==> config.mk <==
export PLATFORM = sky130hd
export DESIGN_NAME = acc_datapath_ext
export DESIGN_NICKNAME = d
export VERILOG_FILES = /design/src/rtl/acc_datapath_pkg.sv /design/src/rtl/seq_multiplier.sv /design/src/rtl/acc_datapath_ext.sv
export SDC_FILE = /design/constraint.sdc
export NUM_CORES = 1
export LEC_CHECK = 0
export CAP_MARGIN = 20
export CORE_MARGIN = 2
export CORE_UTILIZATION = 50
export DETAILED_ROUTE_END_ITERATION = 12
export HOLD_SLACK_MARGIN = 0.05
export PLACE_DENSITY_LB_ADDON = 0.05
export RECOVER_POWER = 25
export SYNTH_ARGS = -nofsm -noshare
export SYNTH_HDL_FRONTEND = slang
export SYNTH_SLANG_ARGS = --single-unit
==> constraint.sdc <==
create_clock -name clk -period 5.8 [get_ports clk]
set_input_delay 0.58 -clock clk [delete_from_list [all_inputs] [get_ports clk]]
set_output_delay 0.58 -clock clk [all_outputs]
set_load 0.01 [all_outputs]
==> src/rtl/acc_datapath_pkg.sv <==
// acc_datapath_pkg: shared constants and types for the accumulator datapath.
//   - ALU op-code encodings (OP_ADD .. OP_MUL)
//   - ACC source select encodings (SELA_*)
//   - multiplier FSM state type and status flag bundle
package acc_datapath_pkg;

  localparam logic [2:0] OP_ADD = 3'd0;
  localparam logic [2:0] OP_SUB = 3'd1;
  localparam logic [2:0] OP_AND = 3'd2;
  localparam logic [2:0] OP_OR  = 3'd3;
  localparam logic [2:0] OP_XOR = 3'd4;
  localparam logic [2:0] OP_SLL = 3'd5;
  localparam logic [2:0] OP_SRA = 3'd6;
  localparam logic [2:0] OP_MUL = 3'd7;

  localparam logic [1:0] SELA_ALU = 2'd0;
  localparam logic [1:0] SELA_IMM = 2'd1;
  localparam logic [1:0] SELA_MEM = 2'd2;

  typedef enum logic {ST_IDLE, ST_MUL} mul_state_e;

  typedef struct packed {
    logic z;
    logic n;
    logic c;
    logic v;
  } flags_t;

endpackage

==> src/rtl/seq_multiplier.sv <==
// seq_multiplier: unsigned shift-add multiplier, one multiplier bit per cycle.
//   clk, Clear    : clock, async active-high reset (aborts a running multiply)
//   start         : accept a new multiply (ignored unless idle)
//   a, b          : multiplicand / multiplier, latched on accept
//   busy          : multiply in progress
//   done          : this cycle is the final iteration; product is final now
//   product       : running product including the current iteration's add,
//                   so the final value is available combinationally in the
//                   done cycle and the owner can capture it on that edge
module seq_multiplier
  import acc_datapath_pkg::*;
#(
  parameter int DB = 16
) (
  input  logic            clk,
  input  logic            Clear,
  input  logic            start,
  input  logic [DB-1:0]   a,
  input  logic [DB-1:0]   b,
  output logic            busy,
  output logic            done,
  output logic [2*DB-1:0] product
);

  localparam int CW = $clog2(DB);

  mul_state_e      state_q;
  logic [CW-1:0]   cnt_q;
  logic [2*DB-1:0] mcand_q;   // pre-shifted multiplicand, moves left each step
  logic [2*DB-1:0] prod_q;
  logic [DB-1:0]   mplier_q;  // moves right each step; bit 0 is current bit

  assign busy    = (state_q == ST_MUL);
  assign done    = busy && (cnt_q == CW'(DB-1));
  assign product = prod_q + (mplier_q[0] ? mcand_q : '0);

  always_ff @(posedge clk or posedge Clear) begin
    if (Clear) begin
      state_q  <= ST_IDLE;
      cnt_q    <= '0;
      mcand_q  <= '0;
      prod_q   <= '0;
      mplier_q <= '0;
    end else begin
      case (state_q)
        ST_IDLE: begin
          if (start) begin
            mcand_q  <= {{DB{1'b0}}, a};
            mplier_q <= b;
            prod_q   <= '0;
            cnt_q    <= '0;
            state_q  <= ST_MUL;
          end
        end
        ST_MUL: begin
          prod_q   <= product;
          mcand_q  <= mcand_q << 1;
          mplier_q <= mplier_q >> 1;
          if (done) begin
            cnt_q   <= '0;
            state_q <= ST_IDLE;
          end else begin
            cnt_q <= cnt_q + 1'b1;
          end
        end
        default: state_q <= ST_IDLE;
      endcase
    end
  end

endmodule

==> src/rtl/acc_datapath_ext.sv <==
// acc_datapath_ext: accumulator datapath with 8-op ALU, status flags and a
// multi-cycle unsigned multiplier.
//   clk, Clear        : clock, async active-high reset
//   SelA              : ACC source (ALU / sext(Addr) / Out_Data / 3 = no write)
//   SelB              : ALU operand B (sext(Addr) / Out_Data)
//   WrAcc, Op         : write request and ALU op (MUL runs multi-cycle)
//   Out_Data, Addr    : memory read data, instruction operand
//   In_Data, Addr_DM  : memory write data (= ACC), memory address (= Addr)
//   Busy, Done        : multiply in progress, one-cycle completion pulse
//   Z, N, C, V        : status flags, updated on every ACC write
module acc_datapath_ext
  import acc_datapath_pkg::*;
#(
  parameter int AB = 11,
  parameter int DB = 16
) (
  input  logic          clk,
  input  logic          Clear,
  input  logic [1:0]    SelA,
  input  logic          SelB,
  input  logic          WrAcc,
  input  logic [2:0]    Op,
  input  logic [DB-1:0] Out_Data,
  input  logic [AB-1:0] Addr,
  output logic [DB-1:0] In_Data,
  output logic [AB-1:0] Addr_DM,
  output logic          Busy,
  output logic          Done,
  output logic          Z,
  output logic          N,
  output logic          C,
  output logic          V
);

  localparam int SH = $clog2(DB);

  logic [DB-1:0]   acc_q, acc_d;
  flags_t          flg_q, flg_d;
  logic            done_q;

  logic [DB-1:0]   imm, b_op, b_eff, alu_res;
  logic [DB:0]     sum;
  logic            alu_c, alu_v;
  logic            wr_single, mul_start;
  logic            mul_busy, mul_done;
  logic [2*DB-1:0] mul_prod;

  assign imm     = DB'($signed(Addr));
  assign b_op    = SelB ? Out_Data : imm;
  assign Addr_DM = Addr;

  // SUB is A + ~B + 1, so C is the no-borrow indication.
  assign b_eff = (Op == OP_SUB) ? ~b_op : b_op;
  assign sum   = {1'b0, acc_q} + {1'b0, b_eff} + {{DB{1'b0}}, (Op == OP_SUB)};

  always_comb begin
    alu_res = '0;
    alu_c   = 1'b0;
    alu_v   = 1'b0;
    case (Op)
      OP_ADD, OP_SUB: begin
        alu_res = sum[DB-1:0];
        alu_c   = sum[DB];
        alu_v   = (acc_q[DB-1] == b_eff[DB-1]) && (sum[DB-1] != acc_q[DB-1]);
      end
      OP_AND:  alu_res = acc_q & b_op;
      OP_OR:   alu_res = acc_q | b_op;
      OP_XOR:  alu_res = acc_q ^ b_op;
      OP_SLL:  alu_res = acc_q << b_op[SH-1:0];
      OP_SRA:  alu_res = DB'($signed(acc_q) >>> b_op[SH-1:0]);
      default: alu_res = '0;
    endcase
  end

  // WrAcc is dropped outright while the multiplier runs.
  assign mul_start = WrAcc && !mul_busy && (SelA == SELA_ALU) && (Op == OP_MUL);
  assign wr_single = WrAcc && !mul_busy && (SelA != 2'd3) &&
                     !((SelA == SELA_ALU) && (Op == OP_MUL));

  seq_multiplier #(.DB(DB)) u_mul (
    .clk     (clk),
    .Clear   (Clear),
    .start   (mul_start),
    .a       (acc_q),
    .b       (b_op),
    .busy    (mul_busy),
    .done    (mul_done),
    .product (mul_prod)
  );

  always_comb begin
    acc_d = acc_q;
    flg_d = flg_q;
    if (mul_done) begin
      acc_d   = mul_prod[DB-1:0];
      flg_d.c = |mul_prod[2*DB-1:DB];
      flg_d.v = 1'b0;
    end else if (wr_single) begin
      case (SelA)
        SELA_ALU: begin
          acc_d   = alu_res;
          flg_d.c = alu_c;
          flg_d.v = alu_v;
        end
        SELA_IMM: begin
          acc_d   = imm;
          flg_d.c = 1'b0;
          flg_d.v = 1'b0;
        end
        default: begin
          acc_d   = Out_Data;
          flg_d.c = 1'b0;
          flg_d.v = 1'b0;
        end
      endcase
    end
    if (mul_done || wr_single) begin
      flg_d.z = (acc_d == '0);
      flg_d.n = acc_d[DB-1];
    end
  end

  always_ff @(posedge clk or posedge Clear) begin
    if (Clear) begin
      acc_q  <= '0;
      flg_q  <= '0;
      done_q <= 1'b0;
    end else begin
      acc_q  <= acc_d;
      flg_q  <= flg_d;
      done_q <= mul_done;
    end
  end

  assign In_Data = acc_q;
  assign Busy    = mul_busy;
  assign Done    = done_q;
  assign Z       = flg_q.z;
  assign N       = flg_q.n;
  assign C       = flg_q.c;
  assign V       = flg_q.v;

endmodule

==> results.yml <==
drt:
  avgViaCountPerCell: 6.70
  ant_nets: 0
  drtIter0Drc: 1111
  wirelength_um: 38600
  routedWlPerCell_um: 23.9
  vias: 10800
  firstDrtPassIters: 5
  drc_errors: 0
place:
  gp_congestion: 1.02
  placed_cell_area_sq_um: 11500
  portBuffers: 68
  hpwlAfterDp_um: 28400
  dp_cells: 1598
clocking:
  clk_latency_ps: 360
  htreeDepth: 3
  tritoncts: "done"
  clkTransAtPathRegs_ps: 80
  clock-root-buffer: "clkbuf_16"
  cts_buffers: 9
  cts_resized: 0
  cts_max_path_buffers: 2
  clock_sinks: 106
  hold_buffers: 0
  cts_setup_buffers: 0
timing:
  clock_skew_ps: 10.5
  slew_viol_final: 57
  period_minus_slack_ps: 4790
  setup_viol_count_final: 0
  hold_viol_final: 0
  tightest_slew_ps: 2620
  period_share_pct: 82.5
  setup_tns_ps: 0
  fmax_mhz: 209
  relSlewSlack_pct: -75.3
  grt_setup_unrepaired: "no"
floorplanning:
  coreArea_sq_um: 21000
  ios: 69
  start_util_pct: 50.9
  rows: 53
  die_y_um: 150
  dieArea_sq_um: 22600
  die_x_um: 150
synth:
  muxShareOfSynthArea_pct: 7.36
  synth.net_count: 1446
  synthCells: 1325
  avgSynthCellArea_sq_um: 8.07
  syn-cell-area_sq_um: 10700
  synth_area_leader_cell: "dfrtp_1"
  synth-compound-area-share_pct: 27.7
  ys_seq_area_share_pct: 24.8
  yosysUniqueCellTypes: 90
  synth_edf_count: 0
  ys_ff_latch: 106
  synth_top_area_share_pct: 24.8
  async_reset_ff_share_pct: 100
  ys_top_cells_by_area: "dfrtp_1 (25%), ha_1 (9.7%), nand2_1 (5.9%)"
  synth_xor_area_share_pct: 3.85
  yosys_warnings: 0
  yosys-top-cells-count: "nand2_1 (168), dfrtp_1 (106), nor2_1 (102), o21ai_0 (94), ha_1 (83)"
  synthSimpleGateAreaFrac_pct: 20.1
  synth_top_family_by_area: "compound AO/OA/AOI/OAI gates"
  synth_flop_cell: "dfrtp_1"
  yosysMostFrequentCell: "nand2_1"
  synthAdderAreaFrac_pct: 10.1
global_route:
  grt_pass1_wl_um: 59300
  grt_max_degree: 90
  grt_overflow: 0
  grtUsageTotal_pct: 34.4
  grt_antenna_before_repair: 0
  grt_pass1_vias: 10300
status:
  violations: "capacitance limit, slew limit"
  status: "complete, but fails checks"
critical_path:
  critPathKind: "in -> reg"
  worst_ep_arrival_time_ps: 5090
  path_max_fanout: 6
  worst_ep_required_time_ps: 6100
  cp-end-kind: "register"
  worstSetupStartpointType: "input port"
  reg2reg_slack_ps: 1430
  timing.rr.start: "u_mul.mplier_q[0]$_DFFE_PP0P_"
  startpoint: "SelB"
cells_and_area:
  finalCoreUtilization_pct: 56.1
  final_layout_size_suffix_gt1_share_pct: 7.39
  final_cells: 1614
  fin_area_sq_um: 11800
  fin_nets: 1455
  diodes: 0
  n_fill_cell: 2006
  syn_to_final_growth_pct: 10.2
run:
  maxCapViolations: 1
pwr:
  p_per_area_nw_per_um2: 413
  p_leak_nw: 5.24
  ir_worst_vdd_mv: 0.190
hold_path:
  min_from: "Z$_DFFE_PP0P_"
  hold_path.class: "reg -> reg"
==> placed cells by master (no fill, tap or decap), drive strengths merged, types with 6 or more instances in the layout <==
cell / count
a211oi: 17
nand2: 168
o221ai: 9
nand2b: 9
o22ai: 15
or3: 10
buf: 30
ha: 83
nor4: 7
nand4: 8
a32o: 8
o21ai: 100
clkbuf: 9
a211o: 6
clkdlybuf4s50: 62
or2: 7
a21oi: 84
a31oi: 11
nor3: 24
nor2b: 10
a311oi: 6
o21a: 6
and3: 8
nand3b: 8
xor2: 25
a22oi: 17
dlygate4sd3: 6
a22o: 8
nand3: 28
dfrtp: 106
mux2i: 38
mux4: 15
inv: 56
a21o: 23
nor2: 102
xnor2: 22
o211ai: 27
and2: 38
a221o: 34
==> stage by stage <==
step | total power, mW | setup slack, ps | hold slack (ps)
final | 4.86 | 1010 | 469
after global routing | 5.17 | 766 | 523
after CTS | 4.81 | 1120 | 476
after detailed placement | 4.21 | 758 | 459
after global placement | 4.19 | 838 | 473
after floorplan | 3.24 | 1480 | 455
==> path summary, 6_finish.rpt <==
| kind | end | depth (start not counted) |
|---|---|---|
| setup / recovery | Z$_DFFE_PP0P_ | 14 |
| hold reg to reg | Z$_DFFE_PP0P_ | 2 |
| max in group asynchronous | In_Data[6]$_DFF_PP0_ | 3 |
| min in group asynchronous | u_mul.prod_q[30]$_DFFE_PP0P_ | 2 |
| setup reg to reg | C$_DFFE_PP0P_ | 12 |
| hold / removal | Z$_DFFE_PP0P_ | 2 |
==> final cells by class <==
class	count	area, sq um	share of cell area (%)
clock buffers	9	225	1.91
flip-flops and latches	106	2650	22.5
repair buffers	98	906	7.68
clock inverters	7	51.3	0.435
inverters	55	208	1.76
multi-input cells	1064	7400	62.8
well taps	275	344	2.92
==> registers in the layout, indices dropped and copies added (netlist names) <==
register        count
C                   1
Done                1
In_Data            16
N                   1
V                   1
Z                   1
u_mul.busy          1
u_mul.cnt_q         4
u_mul.mcand_q      32
u_mul.mplier_q     16
u_mul.prod_q       32
==> critical path, stage by stage <==
cell             delay, ps
clkdlybuf4s50_1        790
mux2_2                 450
xnor2_1                180
ha_1                   350
or4bb_1                480
mux2_1                 320
a21oi_2                320
a31o_1                 250
a211oi_1                60
o31a_1                 320
o21bai_1               150
nor4_1                 530
nand4b_1               180
nand2_1                100
==> report_power, final <==
group          leakage, nW  internal, mW  switching (mW)
Clock                0.132         0.294           0.299
Sequential            1.39          1.01           0.471
Combinational         3.72          1.16            1.63
==> kinds of logic (layout without fill, tap and decap cells) <==
logic type               count (synthesis)  after routing
AO/OA/AOI/OAI                          425            425
flip-flops                             106            106
AND/OR/NAND/NOR                        449            449
buffers and inverters                  155            169
multiplexers                            58             58
adder cells (fa/ha/maj)                 85             85
XOR/XNOR                                47             47
==> layer usage <==
layer / track usage, % / routed length [um]
met3: 4.76 / 2950
met1: 44.5 / 15700
met2: 56.7 / 18000
met4: 16.3 / 1940
met5: 0 / 0
(Power assumes the default switching activity.)
